## src/rtl/hex_keypad_entry.sv

```systemverilog
// hex_keypad_entry: 4x4 hex keypad scanner with debounce and a 16-bit
// nibble-entry register that feeds the display value inputs.
// Optional feature: define KEYPAD_BACKSPACE_EN so the '*' key (code E)
// drops the newest nibble instead of shifting in E.
module hex_keypad_entry #(
  parameter int SCAN_DIV       = 100_000,  // clocks per column step, >= 4
  parameter int DEBOUNCE_SCANS = 4         // full scans to accept, 1..15
) (
  input  logic        clk_100MHz_i,
  input  logic        rst_n,
  input  logic [3:0]  row_i,
  input  logic        clr_i,
  output logic [3:0]  col_o,
  output logic        key_valid_o,
  output logic [3:0]  key_code_o,
  output logic        key_held_o,
  output logic [15:0] value_o
);

  localparam int             DW      = $clog2(SCAN_DIV);
  localparam logic [DW-1:0]  DIV_MAX = DW'(SCAN_DIV - 1);
  localparam logic [3:0]     DB      = 4'(DEBOUNCE_SCANS);
`ifdef KEYPAD_BACKSPACE_EN
  localparam bit             BS_EN   = 1'b1;
`else
  localparam bit             BS_EN   = 1'b0;
`endif

  // scan classification: saturating key count per full scan
  localparam logic [1:0] CLS_NONE   = 2'd0;
  localparam logic [1:0] CLS_SINGLE = 2'd1;
  localparam logic [1:0] CLS_MULTI  = 2'd2;

  typedef enum logic [1:0] {
    ST_IDLE, ST_DEBOUNCE, ST_PRESSED, ST_RELEASE
  } state_e;

  // keypad legend: row-major, '*' = E, '#' = F
  function automatic logic [3:0] decode(input logic [1:0] r, input logic [1:0] c);
    logic [3:0] code;
    case ({r, c})
      4'h0: code = 4'h1;  4'h1: code = 4'h2;  4'h2: code = 4'h3;  4'h3: code = 4'hA;
      4'h4: code = 4'h4;  4'h5: code = 4'h5;  4'h6: code = 4'h6;  4'h7: code = 4'hB;
      4'h8: code = 4'h7;  4'h9: code = 4'h8;  4'hA: code = 4'h9;  4'hB: code = 4'hC;
      4'hC: code = 4'hE;  4'hD: code = 4'h0;  4'hE: code = 4'hF;  default: code = 4'hD;
    endcase
    return code;
  endfunction

  logic [3:0]    row_s1_q, row_s2_q;
  logic [DW-1:0] div_q, div_d;
  logic [1:0]    col_idx_q, col_idx_d;
  logic          tick, scan_done;

  logic [1:0]    acc_cnt_q, acc_cnt_d;
  logic [1:0]    last_row_q, last_row_d;
  logic [1:0]    last_col_q, last_col_d;
  logic [1:0]    scan_cnt;      // saturated count including current column
  logic [1:0]    scan_row, scan_col;
  logic [3:0]    scan_code;

  state_e        state_q, state_d;
  logic [3:0]    cnt_q, cnt_d;
  logic [3:0]    cand_q, cand_d;
  logic          accept, backspace;

  logic          key_valid_q, key_valid_d;
  logic [3:0]    key_code_q, key_code_d;
  logic          key_held_q, key_held_d;
  logic [15:0]   value_q, value_d;

  // two-flop synchroniser for the asynchronous row lines (idle = all high)
  always_ff @(posedge clk_100MHz_i or negedge rst_n) begin
    if (!rst_n) begin
      row_s1_q <= 4'hF;
      row_s2_q <= 4'hF;
    end else begin
      row_s1_q <= row_i;
      row_s2_q <= row_s1_q;
    end
  end

  // column divider: rows are sampled on tick, then the strobe advances
  always_comb begin
    tick      = (div_q == DIV_MAX);
    scan_done = tick && (col_idx_q == 2'd3);
    div_d     = tick ? '0 : div_q + 1'b1;
    col_idx_d = tick ? col_idx_q + 2'd1 : col_idx_q;
  end

  assign col_o = ~(4'b0001 << col_idx_q);

  // per-scan accumulation; the column sampled on scan_done is folded in
  // combinationally so classification sees the whole scan
  always_comb begin
    logic [2:0] hits;
    logic [2:0] tot;
    logic [1:0] hit_row;
    hits    = '0;
    hit_row = '0;
    for (int r = 0; r < 4; r++) begin
      if (!row_s2_q[r]) begin
        hits    = hits + 3'd1;
        hit_row = 2'(r);
      end
    end
    tot      = {1'b0, acc_cnt_q} + hits;
    scan_cnt = (tot >= 3'd2) ? CLS_MULTI : tot[1:0];
    scan_row = (hits != '0) ? hit_row   : last_row_q;
    scan_col = (hits != '0) ? col_idx_q : last_col_q;
    scan_code = decode(scan_row, scan_col);

    acc_cnt_d  = acc_cnt_q;
    last_row_d = last_row_q;
    last_col_d = last_col_q;
    if (scan_done) begin
      acc_cnt_d  = '0;
      last_row_d = '0;
      last_col_d = '0;
    end else if (tick) begin
      acc_cnt_d  = scan_cnt;
      last_row_d = scan_row;
      last_col_d = scan_col;
    end
  end

  // debounce FSM: advances only at the end of each full scan
  always_comb begin
    state_d = state_q;
    cnt_d   = cnt_q;
    cand_d  = cand_q;
    accept  = 1'b0;
    if (scan_done) begin
      case (state_q)
        ST_IDLE: begin
          if (scan_cnt == CLS_SINGLE) begin
            cand_d = scan_code;
            cnt_d  = 4'd1;
            if (DB == 4'd1) begin
              state_d = ST_PRESSED;
              accept  = 1'b1;
            end else begin
              state_d = ST_DEBOUNCE;
            end
          end
        end
        ST_DEBOUNCE: begin
          if (scan_cnt == CLS_SINGLE && scan_code == cand_q) begin
            cnt_d = cnt_q + 4'd1;
            if (cnt_q + 4'd1 == DB) begin
              state_d = ST_PRESSED;
              accept  = 1'b1;
            end
          end else begin
            state_d = ST_IDLE;
            cnt_d   = '0;
          end
        end
        ST_PRESSED: begin
          // held keys never repeat; only a clean release moves on
          if (scan_cnt == CLS_NONE) begin
            if (DB == 4'd1) begin
              state_d = ST_IDLE;
              cnt_d   = '0;
            end else begin
              state_d = ST_RELEASE;
              cnt_d   = 4'd1;
            end
          end
        end
        default: begin // ST_RELEASE
          if (scan_cnt == CLS_NONE) begin
            cnt_d = cnt_q + 4'd1;
            if (cnt_q + 4'd1 == DB) begin
              state_d = ST_IDLE;
              cnt_d   = '0;
            end
          end else begin
            state_d = ST_PRESSED;
            cnt_d   = '0;
          end
        end
      endcase
    end
  end

  // accept action and clear; clear wins except for the freshly accepted nibble
  always_comb begin
    backspace   = BS_EN && accept && (cand_d == 4'hE);
    key_valid_d = accept;
    key_code_d  = accept ? cand_d : key_code_q;
    key_held_d  = (state_d == ST_PRESSED) || (state_d == ST_RELEASE);
    value_d     = value_q;
    if (accept)
      value_d = backspace ? {4'h0, value_q[15:4]} : {value_q[11:0], cand_d};
    if (clr_i)
      value_d = (accept && !backspace) ? {12'h000, cand_d} : 16'h0000;
  end

  // state and output registers
  always_ff @(posedge clk_100MHz_i or negedge rst_n) begin
    if (!rst_n) begin
      div_q       <= '0;
      col_idx_q   <= '0;
      acc_cnt_q   <= '0;
      last_row_q  <= '0;
      last_col_q  <= '0;
      state_q     <= ST_IDLE;
      cnt_q       <= '0;
      cand_q      <= '0;
      key_valid_q <= 1'b0;
      key_code_q  <= '0;
      key_held_q  <= 1'b0;
      value_q     <= '0;
    end else begin
      div_q       <= div_d;
      col_idx_q   <= col_idx_d;
      acc_cnt_q   <= acc_cnt_d;
      last_row_q  <= last_row_d;
      last_col_q  <= last_col_d;
      state_q     <= state_d;
      cnt_q       <= cnt_d;
      cand_q      <= cand_d;
      key_valid_q <= key_valid_d;
      key_code_q  <= key_code_d;
      key_held_q  <= key_held_d;
      value_q     <= value_d;
    end
  end

  assign key_valid_o = key_valid_q;
  assign key_code_o  = key_code_q;
  assign key_held_o  = key_held_q;
  assign value_o     = value_q;

endmodule
```

## config.mk

```make
export PLATFORM = sky130hd
export DESIGN_NAME = hex_keypad_entry
export DESIGN_NICKNAME = d
export VERILOG_FILES = /design/src/rtl/hex_keypad_entry.sv
export SDC_FILE = /design/constraint.sdc
export NUM_CORES = 1
export LEC_CHECK = 0
export ABC_AREA = 1
export CORE_MARGIN = 4
export CORE_UTILIZATION = 60
export CTS_CLUSTER_SIZE = 8
export DETAILED_ROUTE_END_ITERATION = 7
export GPL_ROUTABILITY_DRIVEN = 0
export HOLD_SLACK_MARGIN = 0.03
export PLACE_DENSITY = 0.83
export SYNTH_ARGS = -nofsm -noshare
export SYNTH_HDL_FRONTEND = slang
export SYNTH_SLANG_ARGS = --single-unit
```

## constraint.sdc

```tcl
create_clock -name clk_100MHz_i -period 7.94 [get_ports clk_100MHz_i]
set_input_delay 1.588 -clock clk_100MHz_i [delete_from_list [all_inputs] [get_ports clk_100MHz_i]]
set_output_delay 1.588 -clock clk_100MHz_i [all_outputs]
set_load 0.1 [all_outputs]
```

Word level (Yosys, flattened, before mapping)
Memories as Yosys holds them, arrays and structs flattened. Cells that the tools add are included.

Bits in registers: 65. ROM bits: 64. Input bits: 7. Output and inout port bits: 26. Logic and storage cells: 86. Memories: 1.

Memory list: (no name shown) (words 16, width 4, read ports 1, clocked after Yosys merged registers in 0, wr ports 0, line 41) `case ({r, c})`.

Add/sub/neg operators: 7. Order comparisons: 1. Eq/ne operators: 11. Shift-type cells: 1. Muxes and demuxes: 41. Bitwise operators: 1. Reduce and logical (&&, ||, !) cells: 9.

Operator list (count): 2-to-1 mux 2 bit (18); 2-to-1 mux 4 bit (9); 2-to-1 mux 16 bit (2); adder 17 x 1 -> 17 bit (second input constant) (1); == test 17 bit (second input constant) (1); 2-to-1 mux 17 bit (1); one-hot mux 4 bit (3 select lines) (1); adder 3 x 1 -> 3 bit (second input constant) (3); 2-to-1 mux 3 bit (3); == test 2 bit (second input constant) (4); 2-to-1 mux 1 bit (6); one-hot mux 2 bit (3 select lines) (1); adder 4 x 1 -> 4 bit (second input constant) (1); == test 2 x 1 -> 1 bit (second input constant) (2); == test 4 x 3 -> 1 bit (second input constant) (1); == test 4 bit (1); logical NOT 2 bit (2); != test 2 bit (second input constant) (2); NOT 4 bit (1); nonzero test 2 bit (2); left shift 1 x 2 -> 4 bit (first input constant) (1); adder 2 x 3 -> 3 bit (1); greater-or-equal comparator 3 x 2 -> 1 bit (second input constant) (1); AND reduction 3 bit (1); 4 further kinds (5).

Depth between registers and ports, before layout
Depth in word-level cells: 17. Depth in mapped cells: 28.

Least setup slack after synthesis
No wires, ideal clock.

Path kind: reg-to-reg. Start point: reg row_s2_q[1]. End point: reg value_q[10] (netlist: value_o[10]). Data arrival time: 3.458 ns. Required time: 7.816 ns. Path slack: 4.358 ns. Cell stages (with the launch flop): 24. Path through: dfstp_2 -> inv_1 -> ha_1 -> inv_1 -> nand2_1 -> nand2_1 -> ha_1 -> or2_2 -> nand2_4 -> inv_1 -> fa_1 -> inv_1 -> nor2_1 -> nor3_1 -> inv_1 -> nor2_2 -> nand2_2 -> nor2_4 -> nand2_2 -> nor2_4 -> nand4_2 -> buf_2 -> nand3_1 -> nand2_1.

Cells in the longest elaborated chain, start to end: 14.

Ends and longest elaborated chain: start: declaration (line 50) `logic [3:0] row_s1_q, row_s2_q;`; start signal: assignment (line 79) `row_s2_q <= row_s1_q;`; 2-to-1 mux 3 bit (line 102) `if (!row_s2_q[r]) begin`; adder 3 x 1 -> 3 bit (line 103) `hits = hits + 3'd1;`; 2-to-1 mux 3 bit (line 102); adder 3 x 1 -> 3 bit (line 103); 2-to-1 mux 3 bit (line 102); adder 2 x 3 -> 3 bit / nonzero test 3 bit (equally long branches) (line 107, 109, 110); greater-or-equal comparator 3 x 2 -> 1 bit (tied with other cells) (line 108) `scan_cnt = (tot >= 3'd2) ? CLS_MULTI : tot[1:0];`; 2-to-1 mux 2 bit / memory read (16 x 4 bit) (equally long branches); == test 2 x 1 -> 1 bit / == test 4 bit (equally long branches) (line 148) `if (scan_cnt == CLS_SINGLE && scan_code == cand_q) begin`; logical AND 1 bit (*) (line 148); 2-to-1 mux 1 bit (*) (line 148); 2-to-1 mux 1 bit (*) (line 134) `case (state_q)`; 2-to-1 mux 1 bit (*) (line 133) `if (scan_done) begin`; nonzero test 2 bit (no source line) (*); end signal: assignment (line 227) `value_q <= value_d;`; end: declaration (line 70) `logic [15:0] value_q, value_d;`.

Every way passes the cells marked *; elsewhere a longest branch is shown, timed or not. A chain may end at the register's enable or synchronous reset.

Worst setup path after layout
Start point: reg row_s2_q[0]. End point: reg value_q[14] (netlist: value_o[14]).

Cells in the longest elaborated chain, start to end: 16.

Ends and longest elaborated chain (line): 2-to-1 mux 1 bit (*) (102); adder 3 x 1 -> 3 bit (103); 2-to-1 mux 3 bit (*) (102); adder 3 x 1 -> 3 bit (103); 2-to-1 mux 3 bit (*) (102); adder 3 x 1 -> 3 bit (103); 2-to-1 mux 3 bit (*) (102); adder 2 x 3 -> 3 bit / nonzero test 3 bit (equally long branches) (107, 109, 110); greater-or-equal comparator 3 x 2 -> 1 bit (tied with other cells) (108); 2-to-1 mux 2 bit / memory read (16 x 4 bit) (equally long branches); == test 2 x 1 -> 1 bit / == test 4 bit (equally long branches) (148); logical AND 1 bit (*) (148); 2-to-1 mux 1 bit (*) (148); 2-to-1 mux 1 bit (*) (134); 2-to-1 mux 1 bit (*) (133); nonzero test 2 bit (no source line) (*).

Marked as above.

==> impl_metrics.json <==
{
  "status": "completed",
  "async_flop_share_pct": 100,
  "dp_hpwl_mm": 5.30,
  "path_cells": "inv_1 -> ha_1 -> inv_1 -> nand2_1 -> nand2_1 -> ha_1 -> or2_2 -> nand2_4 -> inv_1 -> fa_1 -> inv_1 -> nor2_1 -> nor3_1 -> inv_1 -> nor2_2 -> nand2_2 -> nor2_4 -> nand2_2 -> nor2_4 -> nand4_2 -> nand3_1 -> nand2_1",
  "grtUsageTotal_pct": 22.5,
  "syn-instance-count": 447,
  "crit_buf_inv": 5,
  "routedWlPerCell_um": 13.2,
  "syn_area_sq_um": 3640,
  "routed_via_density": 5.38,
  "critical_path_depth": 22,
  "ys_top_cells_by_area": "dfrtp_1 (39%), nand2_1 (9.7%), inv_1 (7.5%)",
  "num_rows": 28,
  "leakagePower_nw": 2.10,
  "cp-start-kind": "flip-flop",
  "regToRegStartpoint": "row_s2_q[0]",
  "ir_worst_vdd_mv": 0.112,
  "clock_path_buffers": 2,
  "first_global_vias": 2967,
  "antenna_cells": 0,
  "io_buffers": 32,
  "cts_tree": "yes",
  "layout_min_cycle_time_ps": 4210,
  "initial_core_util_pct": 61.8,
  "clkTransAtPathRegs_ps": 70,
  "drt_iter0_drc": 169,
  "critical_path_class": "reg -> reg",
  "whs_path_depth": 0,
  "holdBufCountCts": 0,
  "path_delay_family": "simple AND/OR/NAND/NOR gates",
  "root_buffer": "clkbuf_8",
  "hold_start": "row_s1_q[3]",
  "synthFlopType": "dfrtp_1",
  "dieWidth_um": 85.8,
  "r2r-end": "value_o[14]",
  "dr.pass1.iters": 4,
  "maxSlewViolCount": 0,
  "insertion_delay_ps": 340,
  "synth_commonest_cells": "nand2_1 (94), inv_1 (73), dfrtp_1 (57), nand3_1 (43), nor2_1 (38)",
  "post-cts-setup-buffers": 0,
  "rsz0062_at_grt": "false",
  "cts_sinks": 65,
  "drc": 0,
  "core-area_sq_um": 5890,
  "tightest_slew_ps": 1050,
  "ys_types": 36,
  "avgSynthCellArea_sq_um": 8.13,
  "worstSetupEndpointType": "flip-flop",
  "min_path_type": "reg -> reg",
  "post_cts_resized": 0,
  "p_per_area_nw_per_um2": 163,
  "clock.fmax_mhz": 237,
  "fin_crit_sh_pct": 53.1,
  "setup_viol": 0,
  "cts_max_level": 3,
  "grt_start_max_net_pins": 66,
  "fin_tns_setup_ps": 0,
  "min_to": "row_s2_q[3]",
  "cp_slowest_stage_delay_ps": 550,
  "ys_ff_latch": 65,
  "fp.dieArea_sq_um": 7370,
  "num_io_pins": 33,
  "final_cells": 564,
  "antenna_found_initial": 0,
  "die_y_um": 85.8,
  "numCtsBuffers": 9,
  "syn_nets": 471,
  "drt-total-wl_mm": 7.45,
  "hold_violations": 0,
  "synth.most_common_cell": "nand2_1",
  "yosys_warnings": 0,
  "ys_seq_area_share_pct": 45.0,
  "grt_first_pass_wirelength_mm": 13.3,
  "ant_nets": 0,
  "cp_slowest_cell": "dfstp_2",
  "cp_max_fo": 22,
  "final_nets": 509,
  "relSlewSlack_pct": 29.7,
  "synth-edff-count": 0,
  "maxCapViolCount": 0,
  "ff2ff_path_depth": 22,
  "r2r_setup_slack_ps": 3730,
  "synth_area_leader_cell": "dfrtp_1",
  "dp.cells": 549,
  "cp_data_arrival_time_ps": 4440,
  "synth_top_area_share_pct": 39.2,
  "cp_data_required_time_ps": 8170,
  "grt.overflow.total": 0,
  "skew_ps": 8.58,
  "vias": 3034,
  "cpMostUsedCell": "inv_1",
  "layout-drive-gt1-share_pct": 12.5,
  "syn2layout_area_growth_pct": 15.5
}
[cell families after synthesis]
group / Yosys count / synth area share, %
xor gates and xnor gates: 5 / 1.20
DFF: 65 / 45.0
buffers and inverters: 86 / 9.36
adders and majority gates: 17 / 6.06
and+or+nand+nor: 244 / 33.8
AOI/OAI and AO/OA: 30 / 4.58
[routing by layer]
metal  wire length, um  global-route usage [%]  up-vias
li1                  -                       -     1517
met1              3320                    29.2     1439
met2              3690                    36.6       64
met3               306                    5.19       14
met4               137                    8.92        0
met5                 0                       0        -
[layout make-up]
cell class	count	area, sq um
Clock buffer	13	169
Clock inverter	2	12.5
Fill cell	457	1690
Inverter	80	305
Multi-Input combinational cell	296	1660
Sequential cell	65	1640
Tap cell	75	93.8
Timing Repair Buffer	33	323
[placed cells by master, fill, tap and decap left out, types with 2 or more instances in the layout]
cell type,netlist,routed
nand2_4,3,3
nor4_1,6,6
nor3_1,9,9
o22ai_1,5,5
nand3_2,6,6
xnor2_1,2,2
inv_2,4,4
a21oi_1,7,7
clkdlybuf4s50_1,0,31
dfstp_2,8,8
nor2_1,38,38
clkbuf_8,0,12
ha_1,16,16
nand3b_1,2,2
nor2_4,3,3
nand3_1,43,43
nand4_1,21,21
nand4_2,5,5
nand2_1,94,94
o21ai_0,12,12
o21ai_1,2,2
dfrtp_1,57,57
nand2_2,10,10
nor2_2,2,2
inv_1,73,73
xor2_1,3,3
inv_4,2,2
[power by group]
part           leakage [nW]  switching [mW]  internal, mW  total [mW]
clock                0.0915           0.121         0.137       0.258
sequential            0.866         0.00164         0.335       0.337
combinational          1.14          0.0620        0.0269      0.0889
[state kept, by name (all words and copies together), names as in the netlist]
register     flops
last_col_q       2
last_row_q       2
row_s2_q         4
cand_q           4
col_idx_q        2
div_q           17
state_q          2
cnt_q            4
value_o         16
acc_cnt_q        2
key_held_o       1
key_code_o       4
key_valid_o      1
row_s1_q         4
[stage by stage]
stage	cell area [sq um]	hold slack (ps)	total power [mW]	util, %	setup slack [ps]
after floorplan	3640	345	0.408	-	4360
final	4200	355	0.684	71.3	3730
after global routing	4200	365	0.715	71.3	3390
after global placement	4020	347	0.427	68.3	3940
after detailed placement	4020	348	0.431	68.3	3790
after CTS	4200	357	0.688	71.3	3750
[worst register-to-register path, delay by kind of cell (launching register included)]
kind | cells | cell delay [ps]
adders and majority gates | 3 | 1020
buffers and inverters | 5 | 360
DFF | 1 | 550
and+or+nand+nor | 14 | 2160
[how the worst max path moves through the flow]
| stage | from | to | slack [ps] |
|---|---|---|---|
| after floorplan | row_s2_q[1] | value_o[10] | 4360 |
| after global placement | row_s2_q[1] | value_o[2] | 3940 |
| after detailed placement | row_s2_q[0] | value_o[14] | 3790 |
| after CTS | row_s2_q[0] | value_o[14] | 3750 |
| after global routing | row_s2_q[0] | value_o[2] | 3390 |
| final | row_s2_q[0] | value_o[14] | 3730 |
Power figures use the tool's default switching activity.
